`src/rtl/core_pkg.sv`:
```
// Shared definitions for the core slice.
// Holds the interrupt controller state encoding, its register map and its
// source-count limit.
package core_pkg;

  // The STATUS register reports the state using this encoding.
  typedef enum logic [1:0] {
    INTC_IDLE    = 2'd0,
    INTC_REQ     = 2'd1,
    INTC_SERVICE = 2'd2
  } intc_state_t;

  // Register map of the interrupt controller configuration port.
  localparam logic [1:0] INTC_REG_ENABLE  = 2'd0;
  localparam logic [1:0] INTC_REG_EDGE    = 2'd1;
  localparam logic [1:0] INTC_REG_PENDING = 2'd2;
  localparam logic [1:0] INTC_REG_STATUS  = 2'd3;

  // Largest source count that fits the 32-bit register port.
  localparam int INTC_MAX_IRQ = 32;

endpackage

```
`src/rtl/core_intc_prio.sv`:
```
// Fixed-priority encoder for the interrupt controller.
// Index 0 has the highest priority.
// Ports:
//   i_req_vec  in   N     request vector
//   o_valid    out  1     at least one request is set
//   o_id       out  ID_W  index of the lowest set bit (0 when none is set)
// The module is purely combinational.
module core_intc_prio #(
  parameter int N    = 8,
  parameter int ID_W = 3
) (
  input  logic [N-1:0]    i_req_vec,
  output logic            o_valid,
  output logic [ID_W-1:0] o_id
);

  always_comb begin
    o_valid = |i_req_vec;
    o_id    = '0;
    // Scan from the top down so that the lowest set index is the last one written.
    for (int i = N - 1; i >= 0; i--) begin
      if (i_req_vec[i]) begin
        o_id = ID_W'(i);
      end
    end
  end

endmodule

```
`src/rtl/core_intc.sv`:
```
// Interrupt controller in front of the core exception unit.
// It samples NUM_IRQ sources, either edge-triggered or level-following.
// It arbitrates the sources by fixed priority, with index 0 highest.
// It raises irq toward the core, completes the request on irq_ack and then
// waits for the software eoi before it arbitrates again.
// Ports:
//   clk        in   1        clock
//   rst        in   1        asynchronous, active-low reset
//   irq_src    in   NUM_IRQ  source lines, synchronous to clk
//   cfg_we     in   1        register write strobe
//   cfg_addr   in   2        0=ENABLE 1=EDGE 2=PENDING(W1C) 3=STATUS(RO)
//   cfg_wdata  in   32       write data; bits at or above NUM_IRQ are ignored
//   cfg_rdata  out  32       combinational read data for cfg_addr
//   irq        out  1        registered request to the exception unit
//   irq_ack    in   1        exception unit accepted the request
//   irq_id     out  ID_W     id of the source being requested or serviced
//   eoi        in   1        end-of-interrupt pulse from software
module core_intc
  import core_pkg::*;
#(
  parameter int NUM_IRQ = 8,
  parameter int ID_W    = (NUM_IRQ > 1) ? $clog2(NUM_IRQ) : 1
) (
  input  logic               clk,
  input  logic               rst,
  input  logic [NUM_IRQ-1:0] irq_src,
  input  logic               cfg_we,
  input  logic [1:0]         cfg_addr,
  input  logic [31:0]        cfg_wdata,
  output logic [31:0]        cfg_rdata,
  output logic               irq,
  input  logic               irq_ack,
  output logic [ID_W-1:0]    irq_id,
  input  logic               eoi
);

  logic [NUM_IRQ-1:0] r_src_q;
  logic [NUM_IRQ-1:0] r_pending;
  logic [NUM_IRQ-1:0] r_enable;
  logic [NUM_IRQ-1:0] r_edge;
  intc_state_t        r_state;
  logic               r_irq;
  logic [ID_W-1:0]    r_irq_id;

  intc_state_t        w_state_next;
  logic               w_irq_next;
  logic [ID_W-1:0]    w_irq_id_next;
  logic [NUM_IRQ-1:0] w_pending_next;
  logic [NUM_IRQ-1:0] w_req_vec;
  logic               w_win_valid;
  logic [ID_W-1:0]    w_win_id;
  logic               w_wr_enable;
  logic               w_wr_edge;
  logic               w_wr_pending;
  logic               w_ack_take;
  logic [31:0]        w_rdata;
  logic               w_unused;

  assign w_wr_enable  = cfg_we && (cfg_addr == INTC_REG_ENABLE);
  assign w_wr_edge    = cfg_we && (cfg_addr == INTC_REG_EDGE);
  assign w_wr_pending = cfg_we && (cfg_addr == INTC_REG_PENDING);

  // An acknowledge counts only while a request is outstanding.
  assign w_ack_take = (r_state == INTC_REQ) && irq_ack;

  // The upper write-data bits have no register behind them.
  assign w_unused = &{1'b0, cfg_wdata};

  // Per-source pending update.
  // For an edge source, a new rising edge wins over both clear paths
  // (the W1C write and the acknowledge), so an event arriving in the same
  // cycle as a clear is not lost.
  // A level source simply follows its input.
  genvar gi;
  generate
    for (gi = 0; gi < NUM_IRQ; gi++) begin : g_pend
      logic w_rise;
      logic w_clr;
      assign w_rise = irq_src[gi] & ~r_src_q[gi];
      assign w_clr  = (w_wr_pending & cfg_wdata[gi]) |
                      (w_ack_take & (r_irq_id == ID_W'(gi)));
      assign w_pending_next[gi] = r_edge[gi] ? (w_rise | (r_pending[gi] & ~w_clr))
                                             : irq_src[gi];
    end
  endgenerate

  assign w_req_vec = r_pending & r_enable;

  core_intc_prio #(
    .N    (NUM_IRQ),
    .ID_W (ID_W)
  ) u_prio (
    .i_req_vec (w_req_vec),
    .o_valid   (w_win_valid),
    .o_id      (w_win_id)
  );

  always_ff @(posedge clk or negedge rst) begin
    if (!rst) begin
      r_src_q   <= '0;
      r_pending <= '0;
      r_enable  <= '0;
      r_edge    <= '0;
    end else begin
      r_src_q   <= irq_src;
      r_pending <= w_pending_next;
      if (w_wr_enable) begin
        r_enable <= cfg_wdata[NUM_IRQ-1:0];
      end
      if (w_wr_edge) begin
        r_edge <= cfg_wdata[NUM_IRQ-1:0];
      end
    end
  end

  always_ff @(posedge clk or negedge rst) begin
    if (!rst) begin
      r_state  <= INTC_IDLE;
      r_irq    <= 1'b0;
      r_irq_id <= '0;
    end else begin
      r_state  <= w_state_next;
      r_irq    <= w_irq_next;
      r_irq_id <= w_irq_id_next;
    end
  end

  // The id is latched only when the controller leaves IDLE.
  // It stays frozen through REQ and SERVICE, so software always sees the
  // source that was granted, even if that source has since dropped.
  // An eoi that arrives together with the ack in REQ is ignored, because
  // REQ looks only at the ack.
  always_comb begin
    w_state_next  = r_state;
    w_irq_next    = r_irq;
    w_irq_id_next = r_irq_id;
    case (r_state)
      INTC_IDLE: begin
        if (w_win_valid) begin
          w_state_next  = INTC_REQ;
          w_irq_next    = 1'b1;
          w_irq_id_next = w_win_id;
        end
      end
      INTC_REQ: begin
        if (irq_ack) begin
          w_state_next = INTC_SERVICE;
          w_irq_next   = 1'b0;
        end
      end
      INTC_SERVICE: begin
        if (eoi) begin
          w_state_next = INTC_IDLE;
        end
      end
      default: begin
        w_state_next = INTC_IDLE;
        w_irq_next   = 1'b0;
      end
    endcase
  end

  always_comb begin
    w_rdata = '0;
    case (cfg_addr)
      INTC_REG_ENABLE:  w_rdata[NUM_IRQ-1:0] = r_enable;
      INTC_REG_EDGE:    w_rdata[NUM_IRQ-1:0] = r_edge;
      INTC_REG_PENDING: w_rdata[NUM_IRQ-1:0] = r_pending;
      INTC_REG_STATUS: begin
        w_rdata[1:0]      = r_state;
        w_rdata[8 +: ID_W] = r_irq_id;
        w_rdata[31]       = |w_req_vec;
      end
      default: w_rdata = '0;
    endcase
  end

  assign cfg_rdata = w_rdata;
  assign irq       = r_irq;
  assign irq_id    = r_irq_id;

endmodule

```
`config.mk`:
```
export PLATFORM = sky130hd
export DESIGN_NAME = core_intc
export DESIGN_NICKNAME = d
export VERILOG_FILES = /design/src/rtl/core_pkg.sv /design/src/rtl/core_intc_prio.sv /design/src/rtl/core_intc.sv
export SDC_FILE = /design/constraint.sdc
export NUM_CORES = 1
export LEC_CHECK = 0
export ABC_CLOCK_PERIOD_IN_PS = 1600
export CAP_MARGIN = 20
export CORE_MARGIN = 2
export CORE_UTILIZATION = 35
export DETAILED_ROUTE_END_ITERATION = 16
export PLACE_DENSITY = 0.68
export REMOVE_ABC_BUFFERS = 1
export SLEW_MARGIN = 20
export SYNTH_ARGS = -nofsm -noshare
export SYNTH_HDL_FRONTEND = slang
export SYNTH_SLANG_ARGS = --single-unit
```
`constraint.sdc`:
```
create_clock -name clk -period 1.6 [get_ports clk]
set_input_delay 0.32 -clock clk [delete_from_list [all_inputs] [get_ports clk]]
set_output_delay 0.32 -clock clk [all_outputs]
set_load 0.01 [all_outputs]
```
==> After elaboration in Yosys (flattened, before gate mapping) <==
Index checks and enable logic that the tools add are counted.
{ "classes": {"reduce_logical": 11, "eq_ne": 15, "mux": 27, "bitwise": 66} }
{ "op_table": {"columns": ["cell", "count"], "rows": [
  ["$and 1x1->1", 32],
  ["$mux 3", 9],
  ["$pmux 6 s3", 1],
  ["$not 1->1", 17],
  ["$or 1x1->1", 16],
  ["$eq 3x3->1 const B", 4],
  ["$mux 1", 11],
  ["$and 8x8->8", 1],
  ["$pmux 2 s4", 1],
  ["$reduce_or 8->1", 1],
  ["$eq 2x2->1 const B", 3],
  ["$eq 3x2->1 const B", 2],
  ["$mux 2", 3],
  ["$pmux 2 s3", 1],
  ["$reduce_and 3->1", 2],
  ["$eq 2x1->1 const B", 2],
  ["$logic_and 1x1->1", 4],
  ["$logic_not 2->1", 2],
  ["$ne 2x2->1 const B", 2],
  ["$eq 3x1->1 const B", 1],
  ["$logic_not 3->1", 1],
  ["$pmux 1 s3", 1],
  ["$ne 2x1->1 const B", 1],
  ["$reduce_and 2->1", 1]
]} }
{ "word_totals": {"inputBits": 47, "regBits": 38, "output_inout_bits": 36} }

==> Depth between registers and ports, before layout <==
Gate-level depths: netlist (run 1).
{ "logic_depth": {"word_depth": 9, "depth_mapped": 6, "depth_no_buf": 4} }

==> Modules after synthesis <==
From an unflattened synthesis (run 1), not the netlist that was laid out.
{ "unflattened": {"cells_unflattened": 191, "hier_area_um2": 2040.7} }
{ "modules_own_cells": {"columns": ["module", "area_per_inst_um2", "cells_each", "instances"], "rows": [
  ["core_intc", 1959.4, 178, 1],
  ["core_intc_prio", 81.3, 13, 1]
]} }

==> Worst setup path before layout (run 1) <==
Ideal clock, no wire load.
{ "synth_path": {"path_kind": "input -> output", "startpoint": "in cfg_addr[0]", "endpoint": "out cfg_rdata[1]", "arrival_ns": 1.063, "stages": 2, "setup_slack_ns": 0.217, "n_path_buf": 1, "cell_sequence": "buf_4 -> mux4_1"} }
{ "synth_between": {"elab_chain_len": 2, "word_cells_on_any_way": 5, "cone_classes": "eq/ne (3); mux (1); reduce/logical (1)"} }
{ "synth_lines": {"columns": ["element", "line_no", "text"], "rows": [
  ["start, declared", "core_intc.sv:28", "input logic [1:0] cfg_addr,"],
  ["$eq 2x2->1 (tied with other cells)", "core_intc.sv:165", "case (cfg_addr)"],
  ["$pmux 2 s4 *", "core_intc.sv:165", null],
  ["end, declared", "core_intc.sv:30", "output logic [31:0] cfg_rdata,"]
]} }
Every way passes the cells marked *; elsewhere a longest branch is shown, timed or not.

==> Final worst setup path (run 1) <==
{ "layout_path": {"startpoint": "reg r_enable[7]", "endpoint": "out cfg_rdata[31]"} }
{ "layout_between": {"elab_chain_len": 3} }
{ "layout_lines": {"columns": ["element", "line_no", "text"], "rows": [
  ["start, declared", "core_intc.sv:39", "logic [NUM_IRQ-1:0] r_enable;"],
  ["start signal, assigned", "core_intc.sv:108", "r_enable <= cfg_wdata[NUM_IRQ-1:0];"],
  ["$and 8x8->8", "core_intc.sv:87", "assign w_req_vec = r_pending & r_enable;"],
  ["$reduce_or 8->1", "core_intc.sv:172", "w_rdata[31] = |w_req_vec;"],
  ["$mux 1", "core_intc.sv:165", null]
]} }
Every way passes these cells.

==> summary.md, run 1 <==
| Metric | Value |
|---|---|
| Design Area, Final | `2850 um2` |
| Final Max Tran Viols | `0` |
| Top_reg_cell synth | `dfrtp_1` |
| Maximum vdd ir drop | `0.578 mV` |
| Worst hold path class | `in2async` |
| Commonest non-fill, non-tap cell in the layout | `buf_4` |
| Via density | `4.71` |
| Pleak | `0.00137 uW` |
| Latest clock arrival within the worst-skew pair | `0.29 ns` |
| WP buf/inv | `1` |
| Total CTS buffers | `5` |
| Sink Count | `38` |
| Outcome | `complete, but fails checks` |
| PD cells | `1250 nW/um2` |
| Clk buf depth | `2` |
| Final setup vio count | `5` |
| Core area | `5510 um2` |
| Cell count after synthesis | `180` |
| CP startpoint kind | `flop` |
| Ys Warns | `0` |
| Fmax | `0.587 GHz` |
| Htree depth | `2` |
| Met3 Use GR | `roughly 4.5%` |
| Inserted Diodes | `0` |
| Post-route DRC violation count | `0` |
| DP Area | `2690 um2` |
| Commonest cells after routing, fill and taps aside | `buf_4 (45), dfrtp_1 (38), nand2_1 (31)` |
| Max Cap Viol | `0` |
| Vias in the first global route | `1596` |
| Total wire length | `5040 um` |
| Number of synthesized flops with an enable pin | `0` |
| Total iterations of the first detailed-routing run | `4` |
| Root Buffer | `clkbuf_8` |
| Final core utilization | `51.8%` |
| CTS tree | `done` |
| Area growth, synth to finish | `43.2%` |
| Starting Density | `36.2%` |
| Routability cong. | `0.881` |
| Crit share post-route | `106%` |
| Die Ht | `about 80 um` |
| Initial antenna violation count | `0` |
| GRT Total Usage | `about 17%` |
| #FFs+latches synth | `38` |
| Initial DRC Count | `100` |
| Delay-heaviest family, CP | `flip-flops` |
| Crit path DAT | `1.38 ns` |
| Global-route wire length before repair | `8000 um` |
| Clk pin slew, worst setup/hold paths | `~0.070 ns` |
| CP required | `1.28 ns` |
| Via count | `1626` |
| Setup crit end kind | `output port` |
| Hold slack | `slightly below 0.5 ns` |
| RSZ-0062 raised after global routing | `yes` |
| Global route hottest layer | `met2` |
| Worst setup path start | `r_enable[7]$_DFFE_PN0P_` |
| Nets@finish | `319` |
| Seq/Total Area, Yosys | `47.7%` |
| Ys async rst share | `100%` |
| Fill count | `495` |
| Fin. Hold Viols | `0` |
| Largest net degree at the start of global routing | `24` |
| Final ANT Viol Nets | `0` |
| CP Class | `reg2out` |
| Fraction of layout instances using a drive strength above 1 | `37.7%` |
| Met2 usage | `27.3%` |
| Total negative slack | `-0.212 ns` |
| Port Buffers | `38` |
| Min Tclk post-route | `1.70 ns` |
| Post-route setup slack | `-0.103 ns` |
| Post-Syn Area | `1990 um2` |
| Grt met1 use | `22.7%` |
| Critical path peak fanout | `2` |
| I/O pins | `83` |
| Avg Inst Size Synth | `11.1 um2` |
| Row Count | `27` |
| CP peak stage delay | `roughly 0.4 ns` |
| Residual overflow from global routing | `0` |
| Clock skew | `approximately 0.0059 ns` |
| Critical Path, Cell by Cell | `a22oi_2 -> and4_4 -> nor2_4 -> buf_6` |
| WL/cell | `14.6 um` |
| Die X | `79.4 um` |
| Post-synth cell types | `35` |
| RR Startpoint | `r_enable[7]$_DFFE_PN0P_` |
| Failing checks | `negative setup slack` |
| Worst path slowest cell | `dfrtp_1` |
| Die area | `6310 um2` |
| Post-DP HPWL | `3760 um` |
repair_timing:
action | CTS | global route
setup buffers | 4 | 2
hold buffers | 1 | 0
gates resized for setup | 57 | 9
gates cloned | 1 | 0
pin swaps | 4 | 3
endpoints found under the setup margin | 31 | 12
endpoints found under the hold margin | 15 | 0
flip-flops by register name, indices dropped and copies added (netlist names):
name / cells
irq_id: 3
r_state: 2
r_edge: 8
irq: 1
r_pending: 8
r_enable: 8
r_src_q: 8
worst register-to-register path: stages, from the launching register on:
cell and delay [ns]:
dfrtp_1 0.40, a22oi_2 0.25, and4_4 0.29, buf_4 0.11
buf_4 0.11, nor3_4 0.04, or2_2 0.29
path summary, 6_finish.rpt:
kind	end	slack, ns	depth (start not counted)
min in group clk	irq$_DFFE_PN0P_	0.48	1
worst min register to register	irq$_DFFE_PN0P_	0.48	1
worst min-delay path	r_src_q[7]$_DFF_PN0_	0.48	2
max in group asynchronous	r_pending[3]$_DFF_PN0_	0.65	3
worst max register to register	r_state[0]$_DFFE_PN0P_	-0.01	6
worst max-delay path	cfg_rdata[31]	-0.10	4
per-layer routing:
layer	vias up	wire length (um)	part of all wire, %
li1	789	-	-
met1	773	2340	46
met2	55	2390	47
met3	9	231	4.6
met4	0	75	1.5
met5	-	0	0
area by class of cell:
class | count | area [um2] | share of cell area [%]
Clock buffer | 7 | 86.3 | 3.03
Clock inverter | 1 | 5.00 | 0.176
Inverter | 2 | 7.51 | 0.263
Multi-Input combinational cell | 135 | 955 | 33.5
Sequential cell | 38 | 951 | 33.3
Tap cell | 72 | 90.1 | 3.16
Timing Repair Buffer | 90 | 757 | 26.5
cell usage after synthesis, types with 2 or more instances:
master    number  share of area [%]
inv_1          2               0.38
a21oi_1        4                1.0
dfrtp_1       38                 48
a22oi_1        3                1.1
nor2b_1        2               0.63
and3_1         2               0.63
o21ai_0        8                2.0
a221oi_1       6                2.6
a21oi_2        2               0.88
a22o_1         3                1.3
mux2i_1        6                3.0
nand3_1        2               0.50
buf_4         22                8.3
a21o_1         7                2.6
nand2_1       31                5.8
nor2_1         7                1.3
mux2_2        16                9.0
a32o_1         2                1.0
logic make-up after synthesis:
kind of cell | share of synthesized area (%)
AO/OA/AOI/OAI | 13.8
buffers and inverters | 9.48
flip-flops | 47.7
multiplexers | 15.3
other | 0.188
AND/OR/NAND/NOR | 13.6
through the flow:
step | worst slack [ns] | instances | total power [uW]
after detailed placement | -0.701 | 329 | 2800
after CTS | -0.0897 | 343 | 3520
final | -0.103 | 345 | 3560
after global placement | -0.694 | 329 | 2770
after floorplan | 0.273 | 175 | 1990
after global routing | -0.140 | 345 | 3780
report_power, final:
group	total, uW	leakage, uW	internal, uW	switching (uW)
Sequential	1330	0.000447	1170	163
Clock	682	0.0000482	348	335
Combinational	1550	0.000878	854	694
(Power assumes the default switching activity.)
==> inputs of run 2 (changes only) <==
- ABC_CLOCK_PERIOD_IN_PS: 1600 -> 1590
- clock period: 1.6 -> 1.59 ns (I/O delays scaled with it)
==> run 2 against run 1 <==
The flow still finishes with violations (negative setup slack). Largest power group unchanged. Sequential power barely moved. Via count rose by 1.2%. Final cell count rose by 0.87%. Combinational power barely moved. Critical path depth fell by 1. Worst setup slack got worse by 0.056 ns. Clock-buffer cell count did not move. Highest routed layer unchanged. Critical endpoint is now cfg_rdata[0]. Cell area rose by 0.57%. Non-clock buffer count rose by 3. Largest cell class is now sequential cells.
==> summary.md, run 2 (synthesized netlist as in run 1, its figures left out) <==
| Metric | Value |
|---|---|
| Clk pin slew, worst setup/hold paths | `0.08 ns (about the same)` |
| Row Count | `27 (unchanged)` |
| Root Buffer | `clkbuf_8` |
| RR Startpoint | `r_pending[6]$_DFF_PN0_` |
| Die Ht | `79.4 um (unchanged)` |
| Failing checks | `negative setup slack` |
| Post-place setup slack | `-0.703 ns (-0.00170 ns)` |
| Sink Count | `38 (unchanged)` |
| Clk buf depth | `2 (unchanged)` |
| Vias in the first global route | `1657 (+3.8%)` |
| RSZ-0062 raised after global routing | `yes` |
| CTS tree | `done` |
| Nets@finish | `322 (+0.94%)` |
| Global-route wire length before repair | `8140 um (+1.8%)` |
| Pleak | `0.00139 uW (+0.88%)` |
| Min Tclk post-route | `1.75 ns` |
| Die X | `79.4 um (unchanged)` |
| R2r worst-path depth | `5 (-1)` |
| Total wire length | `4970 um (-1.5%)` |
| Htree depth | `2 (unchanged)` |
| Crit path DAT | `1.43 ns (+0.05 ns)` |
| CP Class | `reg2out` |
| Outcome | `complete, but fails checks` |
| Final ANT Viol Nets | `0 (unchanged)` |
| Commonest cells after routing, fill and taps aside | `buf_4 (46), dfrtp_1 (38), nand2_1 (31)` |
| Post-route setup slack | `-0.158 ns (-0.0555 ns)` |
| Total iterations of the first detailed-routing run | `4 (unchanged)` |
| Initial antenna violation count | `0 (unchanged)` |
| Register-to-register setup slack | `0.07 ns (+0.08 ns)` |
| Area growth, synth to finish | `44.0%` |
| Initial DRC Count | `88 (-12%)` |
| Die area | `6310 um2 (unchanged)` |
| Commonest non-fill, non-tap cell in the layout | `buf_4` |
| Via density | `4.73 (+0.36%)` |
| Fraction of layout instances using a drive strength above 1 | `38.0% (+0.31 points)` |
| Final setup vio count | `3 (-2)` |
| RR Endpoint | `irq_id[0]$_DFFE_PN0P_` |
| Final Max Tran Viols | `0 (unchanged)` |
| Crit share post-route | `110%` |
| GRT Total Usage | `16.9% (-0.21 points)` |
| PD cells | `1250 nW/um2 (+0.14%)` |
| Inserted Diodes | `0 (unchanged)` |
| Residual overflow from global routing | `0 (unchanged)` |
| Starting Density | `36.2% (unchanged)` |
| CP startpoint kind | `flop` |
| Critical path peak fanout | `2 (unchanged)` |
| Clock skew | `0.00862 ns (+0.00275 ns)` |
| Fin. Hold Viols | `0 (unchanged)` |
| CP required | `1.27 ns (about the same)` |
| Total negative slack | `-0.290 ns (-0.0782 ns)` |
| I/O pins | `83 (unchanged)` |
| Max Cap Viol | `0 (unchanged)` |
| Fmax | `0.572 GHz` |
| Latest clock arrival within the worst-skew pair | `0.29 ns (about the same)` |
| Final core utilization | `52.1% (+0.30 points)` |
| Port Buffers | `38 (unchanged)` |
| Maximum vdd ir drop | `0.488 mV (-16%)` |
| Via count | `1646 (+1.2%)` |
| Routability cong. | `0.885 (+0.47%)` |
| Setup crit end kind | `output port` |
| Core area | `5510 um2 (unchanged)` |
| Total CTS buffers | `5 (unchanged)` |
| Post-DP HPWL | `3770 um (+0.30%)` |
| Worst hold path class | `in2async` |
| Post-route DRC violation count | `0 (unchanged)` |
| Largest net degree at the start of global routing | `24 (unchanged)` |
| WL/cell | `14.3 um (-2.3%)` |
-- run 2: layout make-up --
class / count / area, um2
Clock inverter: 1 / 5.00
Fill cell: 531 / 2640
Clock buffer: 7 / 86.3
Inverter: 2 / 7.51
Sequential cell: 38 / 951
Multi-Input combinational cell: 135 / 947
Timing Repair Buffer: 93 / 781
Tap cell: 72 / 90.1
-- run 2: timing repair --
action                                 CTS  global route
setup buffers                            7             2
setup endpoints to repair               30            13
resized for setup                       61             5
hold buffers                             1             0
gates cloned                             1             0
endpoints found under the hold margin   15             0
pin swaps                                5             3
-- run 2: power by group --
group,leakage [uW],switching [uW],total (uW),internal [uW]
clock,0.0000482,331,681,350
combinational,0.000890,698,1580,878
sequential,0.000447,154,1330,1170
-- run 2: critical path: stages, from the launching register on --
cell and delay, ns:
dfrtp_1 0.42, buf_6 0.13, mux4_2 0.46, buf_6 0.14
-- run 2: worst max path at each step --
stage | start | to | slack, ns
6_report | r_enable[0]$_DFFE_PN0P_ | cfg_rdata[0] | -0.16
4_1_cts | r_enable[0]$_DFFE_PN0P_ | cfg_rdata[0] | -0.15
3_3_place_gp | cfg_addr[0] | cfg_rdata[1] | -0.70
3_5_place_dp | cfg_addr[0] | cfg_rdata[1] | -0.70
2_1_floorplan | r_enable[7]$_DFFE_PN0P_ | irq_id[0]$_DFFE_PN0P_ | 0.26
5_1_grt | r_enable[0]$_DFFE_PN0P_ | cfg_rdata[0] | -0.20
-- run 2: metal layers --
layer / global-route usage [%] / wire length, um
met5: 0 / 0
met4: 4.83 / 34
met1: 22.0 / 2320
met2: 28.4 / 2340
met3: 3.62 / 274
-- run 2: stage by stage --
step	total power, uW	cell area [um2]	hold WS, ns	instances
2_1_floorplan	2000	1880	0.0224	175
3_3_place_gp	2800	2700	0.256	330
3_5_place_dp	2820	2700	0.270	330
4_1_cts	3580	2860	0.483	347
5_1_grt	3820	2870	0.489	348
6_report	3590	2870	0.472	348
==> inputs of run 3 (changes only) <==
- CORE_UTILIZATION: 35 -> 43
- PLACE_DENSITY: 0.68 -> 0.81
- RECOVER_POWER: default -> 100
==> run 3 against run 2 <==
The run still ends with negative setup slack left. Global-route usage increased by 3.9 points. Largest cell class unchanged. Critical endpoint is now cfg_rdata[31]. Clock power is 9.3% lower. Clock skew is 0.0040 ns lower. Worst setup slack gained 0.069 ns. Via count rose by 0.85%. Cell area down 4.1%. Utilization increased by 10 points. Register-to-register slack is essentially flat. Maximum frequency is 4.1% higher. Sequential share of layout area increased by 1.4 points. Non-clock buffer count fell by 9. Sequential cell count is the same.
==> summary.md, run 3 (synthesized netlist as in run 1, its figures left out) <==
| Metric | Value |
|---|---|
| Die X | `72.1 um (-9.3%)` |
| RR Startpoint | `r_state[1]$_DFFE_PN0P_` |
| Overall power | `3480 uW (-2.8%)` |
| Crit share post-route | `106% (-4.4 points)` |
| CTS tree | `done` |
| PD cells | `1270 nW/um2 (+1.4%)` |
| Core area | `4410 um2 (-20%)` |
| Outcome | `complete, but fails checks` |
| Fmax | `0.596 GHz (+4.1%)` |
| CP startpoint kind | `flop` |
| Total wire length | `4870 um (-2.0%)` |
| Port Buffers | `38 (unchanged)` |
| Hold depth | `1` |
| Initial DRC Count | `147 (+67%)` |
| Critical path peak fanout | `2 (unchanged)` |
| Clk buf depth | `2 (unchanged)` |
| Via density | `5.22 (+10%)` |
| Area growth, synth to finish | `38.1%` |
| Post-route setup slack | `-0.0888 ns (+0.0694 ns)` |
| Via count | `1660 (+0.85%)` |
| Die Ht | `72.1 um (-9.3%)` |
| Fraction of layout instances using a drive strength above 1 | `35.3% (-2.7 points)` |
| Inserted Diodes | `0 (unchanged)` |
| RSZ-0062 raised after global routing | `yes` |
| Sink Count | `38 (unchanged)` |
| Residual overflow from global routing | `0 (unchanged)` |
| Min Tclk post-route | `1.68 ns (-0.0694 ns)` |
| Total CTS buffers | `5 (unchanged)` |
| R2r worst-path depth | `6 (+1)` |
| Final Max Tran Viols | `0 (unchanged)` |
| I/O pins | `83 (unchanged)` |
| RR Endpoint | `r_pending[4]$_DFF_PN0_` |
| Post-route DRC violation count | `0 (unchanged)` |
| Worst hold path startpoint | `irq$_DFFE_PN0P_` |
| Final ANT Viol Nets | `0 (unchanged)` |
| Clock skew | `0.00467 ns (-0.00395 ns)` |
| Met3 routed WL | `309 um (+13%)` |
| Htree depth | `2 (unchanged)` |
| Final core utilization | `62.3% (+10 points)` |
| Commonest non-fill, non-tap cell in the layout | `buf_4` |
| Post-DP HPWL | `3670 um (-2.7%)` |
| Hold endpoint | `irq$_DFFE_PN0P_` |
| Max Used Layer | `met4` |
| Met2 wire len | `2400 um (+2.9%)` |
| CP Class | `reg2out` |
| Initial antenna violation count | `0 (unchanged)` |
| Max Cap Viol | `0 (unchanged)` |
| Failing checks | `negative setup slack` |
| Fin. Hold Viols | `0 (unchanged)` |
| Pleak | `0.00134 uW (-3.6%)` |
| Placed cells | `302 (-8.5%)` |
| Crit path DAT | `1.36 ns (-0.07 ns)` |
| Final setup vio count | `3 (unchanged)` |
| Global-route wire length before repair | `8130 um (-0.17%)` |
| Clk pin slew, worst setup/hold paths | `0.07 ns (about the same)` |
| Row Count | `24 (-11%)` |
| WL/cell | `15.3 um (+7.3%)` |
| CP required | `1.27 ns (about the same)` |
| Starting Density | `45.1% (+9.0 points)` |
| Worst hold path class | `reg2reg` |
| Die area | `5190 um2 (-18%)` |
| Total iterations of the first detailed-routing run | `4 (unchanged)` |
| Vias in the first global route | `1696 (+2.4%)` |
| Register-to-register setup slack | `0.07 ns (about the same)` |
| Latest clock arrival within the worst-skew pair | `0.29 ns (about the same)` |
| Maximum vdd ir drop | `0.558 mV (+14%)` |
| GRT Total Usage | `20.8% (+3.9 points)` |
| Wl on met1 | `2030 um (-13%)` |
| Final Non-Filler Cells | `318 (-8.6%)` |
| Commonest cells after routing, fill and taps aside | `buf_4 (40), dfrtp_1 (38), nand2_1 (31)` |
| Setup crit end kind | `output port` |
| Root Buffer | `clkbuf_8` |
| Largest net degree at the start of global routing | `21 (-13%)` |
| Nets@finish | `313 (-2.8%)` |
| Routability cong. | `0.852 (-3.7%)` |
-- run 3: changes by cell type in the layout (fill, tap and decap cells not counted), sizes merged --
| cell | before | now |
|---|---|---|
| clkinv | 1 | 2 |
| clkdlybuf4s15 | 2 | 1 |
| dlygate4sd3 | 1 | 9 |
| buf | 64 | 53 |
| clkdlybuf4s50 | 21 | 14 |
-- run 3: cell type report --
cell class                 count  area, um2
clock buffer                   5       68.8
clock inverter                 2       10.0
tap                           52       65.1
sequential                    38        951
fill                         371       1660
multi-input combinational    135        945
inverter                       2       7.51
timing repair buffer          84        703
-- run 3: power by group --
part	switching (uW)	leakage (uW)	total (uW)	internal [uW]
Clock	324	0.0000438	618	294
Sequential	166	0.000447	1340	1180
Combinational	691	0.000845	1530	835
Total	1180	0.00134	3480	2300
-- run 3: worst max-delay path, stage by stage (launching register included) --
cell and delay (ns):
dfrtp_1 0.40, a22oi_2 0.23, and4_1 0.25, nor2_1 0.05, buf_2 0.13
-- run 3: worst max path at each step --
stage	start	end	slack (ns)
6_report	r_enable[7]$_DFFE_PN0P_	cfg_rdata[31]	-0.09
5_1_grt	r_enable[3]$_DFFE_PN0P_	cfg_rdata[31]	-0.15
4_1_cts	r_pending[7]$_DFF_PN0_	cfg_rdata[31]	-0.09
3_5_place_dp	cfg_addr[0]	cfg_rdata[1]	-0.79
3_3_place_gp	cfg_addr[0]	cfg_rdata[1]	-0.77
2_1_floorplan	r_enable[7]$_DFFE_PN0P_	irq_id[0]$_DFFE_PN0P_	0.26
-- run 3: layer usage --
layer  track usage [%]  vias up
met2              33.6       69
met5                 0        -
met1              26.6      806
met3              5.00       12
met4              9.43        0
li1                  -      773
-- run 3: metrics by stage --
step / area (um2) / hold slack (ns) / worst slack (ns) / TNS [ns]
global route: 2750 / 0.518 / -0.146 / -0.500
global placement: 2640 / 0.288 / -0.770 / -15.03
finish: 2750 / 0.485 / -0.0888 / -0.223
detailed placement: 2640 / 0.291 / -0.786 / -15.43
floorplan: 1880 / 0.0224 / 0.263 / 0
CTS: 2730 / 0.482 / -0.0863 / -0.251
-- run 3: what timing repair did --
| action | CTS | global route |
|---|---|---|
| setup buffers | 5 | 3 |
| gates resized for setup | 52 | 4 |
| endpoints found under the setup margin | 21 | 7 |
| endpoints found under the hold margin | 18 | 0 |
| hold buffers | 1 | 0 |
| pin swaps | 4 | 2 |
